## src/rtl/fetch_queue_pkg.sv

```systemverilog
// Shared types and constants for the instruction fetch queue.
// Optional same-cycle response bypass is enabled by defining FQ_BYPASS_EN.
package fetch_queue_pkg;

  localparam int unsigned FQ_ENTRY_W = 65;
  localparam logic [7:0]  ECODE_ADEF = 8'h08;

  // Queue entry layout {pc, inst, ex}
  typedef struct packed {
    logic [31:0] pc;
    logic [31:0] inst;
    logic        ex;
  } fq_entry_t;

endpackage

```

## src/rtl/fq_tag_fifo.sv

```systemverilog
// Generic synchronous FIFO with clear; when empty, dout holds the most
// recently written entry so consumers see a stable value.
module fq_tag_fifo #(
  parameter int unsigned WIDTH = 32,
  parameter int unsigned DEPTH = 2
) (
  input  logic                         clk,
  input  logic                         rst,
  input  logic                         push_i,
  input  logic [WIDTH-1:0]             din_i,
  input  logic                         pop_i,
  input  logic                         clear_i,
  output logic [WIDTH-1:0]             dout_o,
  output logic [$clog2(DEPTH+1)-1:0]   count_o,
  output logic                         full_o,
  output logic                         empty_o
);

  localparam int unsigned PTR_W = (DEPTH > 1) ? $clog2(DEPTH) : 1;
  localparam int unsigned CNT_W = $clog2(DEPTH + 1);

  logic [WIDTH-1:0] mem_q [DEPTH];
  logic [PTR_W-1:0] rd_ptr_q, rd_ptr_d, wr_ptr_q, wr_ptr_d;
  logic [CNT_W-1:0] cnt_q, cnt_d;

  function automatic logic [PTR_W-1:0] ptr_inc(input logic [PTR_W-1:0] p);
    return (p == PTR_W'(DEPTH - 1)) ? '0 : p + 1'b1;
  endfunction

  function automatic logic [PTR_W-1:0] ptr_dec(input logic [PTR_W-1:0] p);
    return (p == '0) ? PTR_W'(DEPTH - 1) : p - 1'b1;
  endfunction

  // Clear discards contents by catching the read pointer up to the write pointer
  always_comb begin
    rd_ptr_d = rd_ptr_q;
    wr_ptr_d = wr_ptr_q;
    cnt_d    = cnt_q;
    if (clear_i) begin
      rd_ptr_d = wr_ptr_q;
      cnt_d    = '0;
    end else begin
      if (push_i) wr_ptr_d = ptr_inc(wr_ptr_q);
      if (pop_i)  rd_ptr_d = ptr_inc(rd_ptr_q);
      cnt_d = cnt_q + CNT_W'(push_i) - CNT_W'(pop_i);
    end
  end

  always_ff @(posedge clk or posedge rst) begin
    if (rst) begin
      rd_ptr_q <= '0;
      wr_ptr_q <= '0;
      cnt_q    <= '0;
      for (int i = 0; i < int'(DEPTH); i++) mem_q[i] <= '0;
    end else begin
      rd_ptr_q <= rd_ptr_d;
      wr_ptr_q <= wr_ptr_d;
      cnt_q    <= cnt_d;
      if (push_i && !clear_i) mem_q[wr_ptr_q] <= din_i;
    end
  end

  assign dout_o  = (cnt_q == '0) ? mem_q[ptr_dec(rd_ptr_q)] : mem_q[rd_ptr_q];
  assign count_o = cnt_q;
  assign full_o  = (cnt_q == CNT_W'(DEPTH));
  assign empty_o = (cnt_q == '0);

endmodule

```

## src/rtl/fetch_queue.sv

```systemverilog
// Instruction fetch front end: sequential PC requests with several in flight,
// stale-response dropping after redirect, and a buffered queue to pre-decode.
module fetch_queue
  import fetch_queue_pkg::*;
#(
  parameter int unsigned DEPTH    = 4,
  parameter int unsigned MAX_OUT  = 2,
  parameter logic [31:0] RESET_PC = 32'h1c00_0000
) (
  input  logic        clk,
  input  logic        rst,
  input  logic        redirect_valid,
  input  logic [31:0] redirect_pc,
  output logic        inst_sram_req,
  output logic [31:0] inst_sram_addr,
  input  logic        inst_sram_addr_ok,
  input  logic        inst_sram_data_ok,
  input  logic [31:0] inst_sram_rdata,
  output logic        FpD_valid,
  input  logic        pD_allowin,
  output logic [31:0] FpD_pc,
  output logic [31:0] FpD_inst,
  output logic        FpD_ex,
  output logic [7:0]  FpD_ecode
);

  localparam int unsigned OUT_W = $clog2(MAX_OUT + 1);
  localparam int unsigned Q_W   = $clog2(DEPTH + 1);
  localparam int unsigned OCC_W = Q_W + 1;

  logic [31:0]      fetch_pc_q, fetch_pc_d, addr_q, addr_d;
  logic             req_q, req_d, halted_q, halted_d, stale_q, stale_d;
  logic [OUT_W-1:0] drop_q, drop_d;

  logic [OUT_W-1:0] out_cnt, out_cnt_d, live_d;
  logic [Q_W-1:0]   q_cnt, q_cnt_d;
  logic [31:0]      tag_pc;
  logic             tag_full, tag_empty, q_full, q_empty;
  logic             accept, rsp_live, adef_push, hold, byp_take, q_push, q_pop;
  fq_entry_t        q_din, q_dout;

  fq_tag_fifo #(.WIDTH(32), .DEPTH(MAX_OUT)) u_tag_fifo (
    .clk(clk), .rst(rst),
    .push_i(accept), .din_i(addr_q), .pop_i(inst_sram_data_ok), .clear_i(1'b0),
    .dout_o(tag_pc), .count_o(out_cnt), .full_o(tag_full), .empty_o(tag_empty)
  );

  fq_tag_fifo #(.WIDTH(FQ_ENTRY_W), .DEPTH(DEPTH)) u_inst_queue (
    .clk(clk), .rst(rst),
    .push_i(q_push), .din_i(q_din), .pop_i(q_pop), .clear_i(redirect_valid),
    .dout_o(q_dout), .count_o(q_cnt), .full_o(q_full), .empty_o(q_empty)
  );

  // stale_q marks a request held across a redirect; it is dropped once accepted
  always_comb begin
    accept    = req_q && inst_sram_addr_ok;
    hold      = req_q && !inst_sram_addr_ok;
    rsp_live  = inst_sram_data_ok && (drop_q == '0);
    adef_push = (fetch_pc_q[1:0] != 2'b00) && !halted_q && (out_cnt == drop_q) && !q_full;
    byp_take  = 1'b0;
`ifdef FQ_BYPASS_EN
    byp_take  = rsp_live && q_empty && pD_allowin && !redirect_valid;
`endif
    q_pop     = !q_empty && pD_allowin;
    q_push    = !redirect_valid && ((rsp_live && !byp_take) || adef_push);
    q_din.pc   = adef_push ? fetch_pc_q : tag_pc;
    q_din.inst = adef_push ? 32'h0 : inst_sram_rdata;
    q_din.ex   = adef_push;

    out_cnt_d = out_cnt + OUT_W'(accept) - OUT_W'(inst_sram_data_ok);
    q_cnt_d   = redirect_valid ? '0 : q_cnt + Q_W'(q_push) - Q_W'(q_pop);
    drop_d     = drop_q;
    stale_d    = stale_q;
    fetch_pc_d = fetch_pc_q;
    halted_d   = halted_q;
    if (redirect_valid) begin
      drop_d     = out_cnt_d;
      stale_d    = hold;
      fetch_pc_d = redirect_pc;
      halted_d   = 1'b0;
    end else begin
      drop_d     = drop_q - OUT_W'(inst_sram_data_ok && (drop_q != '0)) + OUT_W'(accept && stale_q);
      stale_d    = stale_q && !accept;
      fetch_pc_d = (accept && !stale_q) ? fetch_pc_q + 32'd4 : fetch_pc_q;
      halted_d   = halted_q || adef_push;
    end

    // Credits evaluated on next-state counts so req can be a plain register
    live_d = out_cnt_d - drop_d;
    req_d  = hold || (!halted_d && (fetch_pc_d[1:0] == 2'b00) &&
                      (out_cnt_d < OUT_W'(MAX_OUT)) &&
                      ((OCC_W'(live_d) + OCC_W'(q_cnt_d)) < OCC_W'(DEPTH)));
    addr_d = hold ? addr_q : fetch_pc_d;
  end

  always_ff @(posedge clk or posedge rst) begin
    if (rst) begin
      fetch_pc_q <= RESET_PC;
      addr_q     <= RESET_PC;
      req_q      <= 1'b0;
      drop_q     <= '0;
      halted_q   <= 1'b0;
      stale_q    <= 1'b0;
    end else begin
      fetch_pc_q <= fetch_pc_d;
      addr_q     <= addr_d;
      req_q      <= req_d;
      drop_q     <= drop_d;
      halted_q   <= halted_d;
      stale_q    <= stale_d;
    end
  end

  assign inst_sram_req  = req_q;
  assign inst_sram_addr = addr_q;

`ifdef FQ_BYPASS_EN
  logic byp_show;
  assign byp_show  = rsp_live && q_empty && !redirect_valid;
  assign FpD_valid = !q_empty || byp_show;
  assign FpD_pc    = byp_show ? tag_pc : q_dout.pc;
  assign FpD_inst  = byp_show ? inst_sram_rdata : q_dout.inst;
  assign FpD_ex    = byp_show ? 1'b0 : q_dout.ex;
`else
  assign FpD_valid = !q_empty;
  assign FpD_pc    = q_dout.pc;
  assign FpD_inst  = q_dout.inst;
  assign FpD_ex    = q_dout.ex;
`endif
  assign FpD_ecode = FpD_ex ? ECODE_ADEF : 8'h00;

  a_no_orphan_rsp: assert property (@(posedge clk) disable iff (rst)
    !(inst_sram_data_ok && tag_empty));
  a_counts: assert property (@(posedge clk) disable iff (rst)
    (out_cnt <= OUT_W'(MAX_OUT)) && (drop_q <= out_cnt));
  a_tag_ovf: assert property (@(posedge clk) disable iff (rst)
    !(accept && tag_full && !inst_sram_data_ok));
  a_q_ovf: assert property (@(posedge clk) disable iff (rst)
    !(q_push && q_full && !q_pop));

endmodule

```

## config.mk

```make
export PLATFORM = sky130hd
export DESIGN_NAME = fetch_queue
export DESIGN_NICKNAME = d
export VERILOG_FILES = /design/src/rtl/fetch_queue_pkg.sv /design/src/rtl/fq_tag_fifo.sv /design/src/rtl/fetch_queue.sv
export SDC_FILE = /design/constraint.sdc
export NUM_CORES = 1
export LEC_CHECK = 0
export CAP_MARGIN = 15
export CORE_ASPECT_RATIO = 1.5
export CORE_MARGIN = 2
export CORE_UTILIZATION = 40
export DETAILED_ROUTE_END_ITERATION = 6
export PLACE_DENSITY = 0.6
export SLEW_MARGIN = 20
export SYNTH_ARGS = -nofsm -noshare
export SYNTH_HDL_FRONTEND = slang
export SYNTH_SLANG_ARGS = --single-unit
```

## constraint.sdc

```tcl
create_clock -name clk -period 17.7 [get_ports clk]
set_clock_uncertainty 0.15 [all_clocks]
set_input_delay 1.77 -clock clk [delete_from_list [all_inputs] [get_ports clk]]
set_output_delay 1.77 -clock clk [all_outputs]
set_load 0.01 [all_outputs]
```

# == After elaboration in Yosys (flattened, before gate mapping) ==
# Cells that the tools add are included.
# totals
register_bits,404
in_bits,70
out_inout_bits,107
word_cells,129
# op_classes
add_sub_neg,15
order_cmp,10
eq_ne,4
muxes,37
n_bitwise,7
n_reduce_logical,38
# ops
op,n
65-bit 2-to-1 mux,6
32-bit 2-to-1 mux,12
65-bit binary-select mux with 2-bit select,2
260-bit bitwise mux,1
65-bit demux with 2-bit select,1
64-bit bitwise mux,1
"32-bit by 3-bit adder with 32-bit output, second input constant",1
32-bit demux with 1-bit select,1
1-bit logical AND,18
2-bit 2-to-1 mux,6
"3-bit greater-or-equal comparator, second input constant",3
2-bit NOT with 3-bit output,3
1-bit zero test,8
2-bit zero test,4
"2-bit greater-or-equal comparator, second input constant",3
1-bit NOT with 2-bit output,3
2-bit nonzero test,3
1-bit 2-to-1 mux,5
2-bit by 1-bit adder with 2-bit output,2
"2-bit by 1-bit adder with 2-bit output, second input constant",2
2-bit by 3-bit adder with 4-bit output,1
"2-bit equality test, second input constant",2
"4-bit by 3-bit < comparator with 1-bit output, second input constant",1
4-bit 2-to-1 mux,1
17 further kinds,21

# == Logic depth before layout (Yosys ltp) ==
# depth
word_depth,13
mapped_depth,15
depth_no_buf,14

# == Modules after synthesis ==
# From an unflattened synthesis, not the netlist that was laid out.
# hier_totals
cells_unflattened,1518
area_unflattened_um2,21483.1
# modules_own_cells
module,n_inst,cells_per_inst,area_each_um2,seq_area_each_um2
fq_tag_fifo at u_inst_queue,1,822,13929.6,6681.4
fetch_queue,1,503,4398.0,1734.2
fq_tag_fifo at u_tag_fifo,1,193,3155.5,1701.6

# == Worst setup path before layout ==
# No wires, ideal clock.
# synth_path
path_type,input -> register
startpoint,in inst_sram_addr_ok
endpoint,reg req_q (netlist: inst_sram_req)
setup_time_ps,110
arrival_time_ps,4300
required_ps,17440
path_slack_ps,13140
stages,15
n_path_buf,1
path_cell_list,and2_1 > clkbuf_1 > nand2_1 > ha_1 > inv_1 > ha_1 > xor2_1 > xnor2_1 > xnor2_1 > nand2_1 > xnor2_1 > ha_1 > and3b_1 > or4_1 > o41ai_1
# synth_via
elab_chain_len,9
word_cells_on_any_way,20
cone_classes,5 x add/sub; 2 x order compare; 3 x mux; 10 x reduce/logical
# synth_rtl
element,line,text
"start, declared",fetch_queue.sv:16,"input logic inst_sram_addr_ok,"
1-bit logical AND (*),fetch_queue.sv:56,accept = req_q && inst_sram_addr_ok;
via accept,fetch_queue.sv:39,"logic accept, rsp_live, adef_push, hold, byp_take, q_push, q_pop;"
"2-bit by 1-bit adder with 2-bit output, or another cell as far along",fetch_queue.sv:70,out_cnt_d = out_cnt + OUT_W'(accept) - OUT_W'(inst_sram_data_ok);
"2-bit by 1-bit subtractor with 2-bit output, or another cell as far along",fetch_queue.sv:70,
2-bit 2-to-1 mux or 32-bit 2-to-1 mux (tied branches),fetch_queue.sv:76,if (redirect_valid) begin
2-bit subtractor or 2-bit zero test (tied branches),"fetch_queue.sv:89, fetch_queue.sv:90",
2-bit by 3-bit adder with 4-bit output or 1-bit logical AND (tied branches),"fetch_queue.sv:92, fetch_queue.sv:90",
4-bit by 3-bit < comparator with 1-bit output or 1-bit logical AND (tied branches),"fetch_queue.sv:92, fetch_queue.sv:90",
1-bit logical AND (*),fetch_queue.sv:91,(out_cnt_d < OUT_W'(MAX_OUT)) &&
1-bit logical OR (*),fetch_queue.sv:90,req_d = hold || (!halted_d && (fetch_pc_d[1:0] == 2'b00) &&
via req_d,fetch_queue.sv:32,"logic req_q, req_d, halted_q, halted_d, stale_q, stale_d;"
"end signal, assigned",fetch_queue.sv:107,req_q <= req_d;
"end, declared",fetch_queue.sv:32,
# Mark *: on every way through the listed nets, which the timed path passes. The rest lies on a longest branch.
# A chain may end at the register's enable or synchronous reset.

# == Worst setup path after layout ==
# layout_path
startpoint,reg u_inst_queue.rd_ptr_q[1]
endpoint,out FpD_pc[1]
# layout_via
elab_chain_len,7
word_cells_on_any_way,12
cone_classes,1 x add/sub; 8 x mux; 2 x bitwise; 1 x reduce/logical
# layout_rtl
element,line,text
"start, declared",fq_tag_fifo.sv:23,"logic [PTR_W-1:0] rd_ptr_q, rd_ptr_d, wr_ptr_q, wr_ptr_d;"
"start signal, assigned",fq_tag_fifo.sv:56,rd_ptr_q <= rd_ptr_d;
2-bit by 1-bit subtractor with 2-bit output or 2-bit zero test (tied branches),fq_tag_fifo.sv:31,return (p == '0) ? PTR_W'(DEPTH - 1) : p - 1'b1;
2-bit 2-to-1 mux,fq_tag_fifo.sv:31,
2-bit NOT with 3-bit output (implied by the code),fq_tag_fifo.sv:63,assign dout_o = (cnt_q == '0) ? mem_q[ptr_dec(rd_ptr_q)] : mem_q[rd_ptr_q];
65-bit binary-select mux with 2-bit select,fq_tag_fifo.sv:63,
65-bit 2-to-1 mux (implied by the code) (2 in series),fq_tag_fifo.sv:63,
65-bit 2-to-1 mux (*),fq_tag_fifo.sv:63,
"end, declared",fetch_queue.sv:21,"output logic [31:0] FpD_pc,"
# Mark *: on every way between the ends. The rest lies on a longest branch, timed or not. The select of a mux whose other input is x is not followed.

==> results.cfg <==
[clocking]
cts_hold_buf = 0
cts.clk_slew.worst_paths_ns = 0.06
clockRootBuffer = clkbuf_16
clk_latency_ns = 0.56
cts_buffer_depth = 3
cts-buffers-inserted = 43
post_cts_buffers = 0
cts_resized = 0
cts_tree = built
clkSinkCount = 404
h-tree-depth = 2

[synthesis]
synth-edff-count = 0
synth_top_area_share = 0.481
ys_seq_area_frac = 0.489
syn_avg_cell_area_um2 = 11.2
yosys-top-cells-area = dfrtp_1, mux4_2, nand2_1
synth_cells = 1850
synth_common_cells = nand2_1, dfrtp_1, o21ai_0
async_flop_share = 1.00
yosysUniqueCellTypes = 53
synth.most_common_cell = nand2_1
yosys_register_bits = 404
synth_ff_type = dfrtp_1
synth_top_area_cell = dfrtp_1
ys.warnings.count = 0
synth_area_um2 = 20700

[floorplan]
die_h_um = 283
fp.dieW_um = 190
ios = 177
start_util = 0.402
std_cell_rows = 102
design.core.area_um2 = 51400
dieArea_um2 = 53600

[timing]
final_hold_viol_count = 0
fin_crit_sh = 0.345
final.setup.tns_ns = 0
setup_viol = 0
setup_ws_ns = 11.60
fin_crit_ns = 6.10
report.final.slew_viol_count = 0
tightest_slew_ns = 1.02
whs_ns = 0.344
rsz0062_at_grt = false
slew_headroom = 0.323
max_freq_ghz = 0.164

[min_path]
hold_class = flip-flop to flip-flop

[detailed_routing]
wl_um = 53300
detail_route.drc_violations = 0
vias = 14300
via_per_inst = 5.38
ant_nets = 0
firstDrtPassIters = 5
wl_per_cell_um = 20.0
dr.first_iter.drc_count = 884

[layout]
layout-drive-gt1-share = 0.203
instances_no_fill = 2663
final_nets = 2038
nFillCells = 4735
antennaDiodeCount = 0
areaGrowthSynthToFinish_pct = 17.3
design_area_um2 = 24300

[pwr]
power_density_nw_per_um2 = 205
power_frac_clock = 0.186
seqPwrFrac = 0.317
swShare = 0.379
power.leakage_nw = 10.5
p_int_mw = 3.09
power_switching_mw = 1.89
vdd_drop_max_uv = 140
pwr-share-comb = 0.497

[global_route]
grt_antenna_before_repair = 0
grtUsageTotal = 0.202
grt_pass1_vias = 14900
grt_overflow = 0
grt_pass1_wl_um = 84800
grt_max_degree = 191

[worst_setup_path]
critPathLaunchType = flip-flop
arrival_ns = 4.18
cp_data_required_time_ns = 15.78
max_stage_delay_ns = 0.74
critPathMaxFanout = 41
crit_type = flip-flop to output pin
crit_slowest_cell = buf_4
cpMostUsedCell = nand2_1
crit_chain = inv_1 > ha_4 > buf_4 > mux4_2 > nand2_1 > nand2_1 > clkdlybuf4s50_1
r2r_setup_slack_ns = 12.99
end_kind = output pin

[outcome]
status = finished, final reports clean

[placement]
hpwl_um = 32700
gp_congestion = 0.777
pre_cts_slack_ns = 12.07
place_area_um2 = 22800
io_buffers = 169
placed_cells = 2582

[run]
drv_cap = 0
-- layout make-up --
| type | instances | area, um^2 | area share |
|---|---|---|---|
| multi-input cells | 1290 | 9830 | 0.405 |
| repair buffers | 196 | 1930 | 0.0795 |
| flip-flops and latches | 404 | 10100 | 0.417 |
| clock buffers | 68 | 1340 | 0.0553 |
| inverters | 17 | 71.3 | 0.00294 |
| well taps | 676 | 846 | 0.0348 |
| clock inverters | 12 | 129 | 0.00531 |
-- registers in the layout, indices dropped and copies added (netlist names) --
name                   cells
u_inst_queue.wr_ptr_q      2
u_inst_queue.count_o       3
u_inst_queue.rd_ptr_q      2
halted_q                   1
u_tag_fifo.count_o         2
fetch_pc_q                32
stale_q                    1
u_inst_queue.mem_q       260
u_tag_fifo.rd_ptr_q        1
inst_sram_req              1
u_tag_fifo.mem_q          64
inst_sram_addr            32
drop_q                     2
u_tag_fifo.wr_ptr_q        1
-- per-stage QoR --
stage	total power, mW	utilization
CTS	5.04	0.471
floorplan	3.25	-
global route	5.33	0.472
detailed placement	4.10	0.443
global placement	4.04	0.443
finish	4.97	0.472
-- critical path, delay by kind of cell (launching register included) --
| kind | cells | cell delay (ns) |
|---|---|---|
| multiplexers | 1 | 0.59 |
| AND/OR/NAND/NOR | 2 | 0.19 |
| buffers and inverters | 3 | 1.40 |
| flip-flops | 1 | 0.70 |
| adder cells (fa/ha/maj) | 1 | 0.67 |
-- power by group through the flow --
stage	sequential (mW)	clock [mW]	combinational [mW]
finish	1.58	0.927	2.47
global route	1.63	0.994	2.71
CTS	1.58	0.954	2.51
detailed placement	1.59	0	2.51
global placement	1.56	0	2.48
floorplan	1.48	0	1.77
-- cells in the final DEF (no fill, tap or decap), types with 20 or more instances in the layout --
cell type        count
buf_4               23
dfrtp_1            396
mux2i_4             22
clkbuf_16           44
xnor2_1             27
nor2_1              22
clkdlybuf4s50_1    168
nand3_1             20
mux4_2             130
o21ai_1             22
mux2_2             124
nand2_1            523
and3_1              20
o21ai_0            254
-- final timing paths --
kind	start	end	cells past startpoint
min in group asynchronous	rst	u_inst_queue.mem_q[37]$_DFFE_PP0P_	2
min reg2reg	u_tag_fifo.wr_ptr_q$_DFFE_PP0P_	u_tag_fifo.wr_ptr_q$_DFFE_PP0P_	1
max reg2reg	u_inst_queue.count_o[1]$_DFF_PP0_	inst_sram_req$_DFF_PP0_	14
max in group asynchronous	rst	u_inst_queue.mem_q[117]$_DFFE_PP0P_	4
max	u_inst_queue.rd_ptr_q[1]$_DFFE_PP0P_	FpD_pc[1]	7
min	u_tag_fifo.wr_ptr_q$_DFFE_PP0P_	u_tag_fifo.wr_ptr_q$_DFFE_PP0P_	1
-- metal layers --
layer  wire [um]  GRT usage  vias up
met5           0          0        -
met4        1620     0.0706        0
met3        2060     0.0254       84
met2       27500      0.362      336
met1       22200      0.253     7217
li1            -          -     6696
-- kinds of logic after synthesis --
logic type               Yosys count  share of synthesized area
buffers and inverters            162                     0.0392
flip-flops                       404                      0.489
other                              1                   0.000181
AND/OR/NAND/NOR                  630                      0.126
XOR/XNOR                          39                     0.0165
multiplexers                     288                      0.240
adder cells (fa/ha/maj)           16                     0.0100
AO/OA/AOI/OAI                    310                     0.0792
Power figures use the tool's default switching activity.
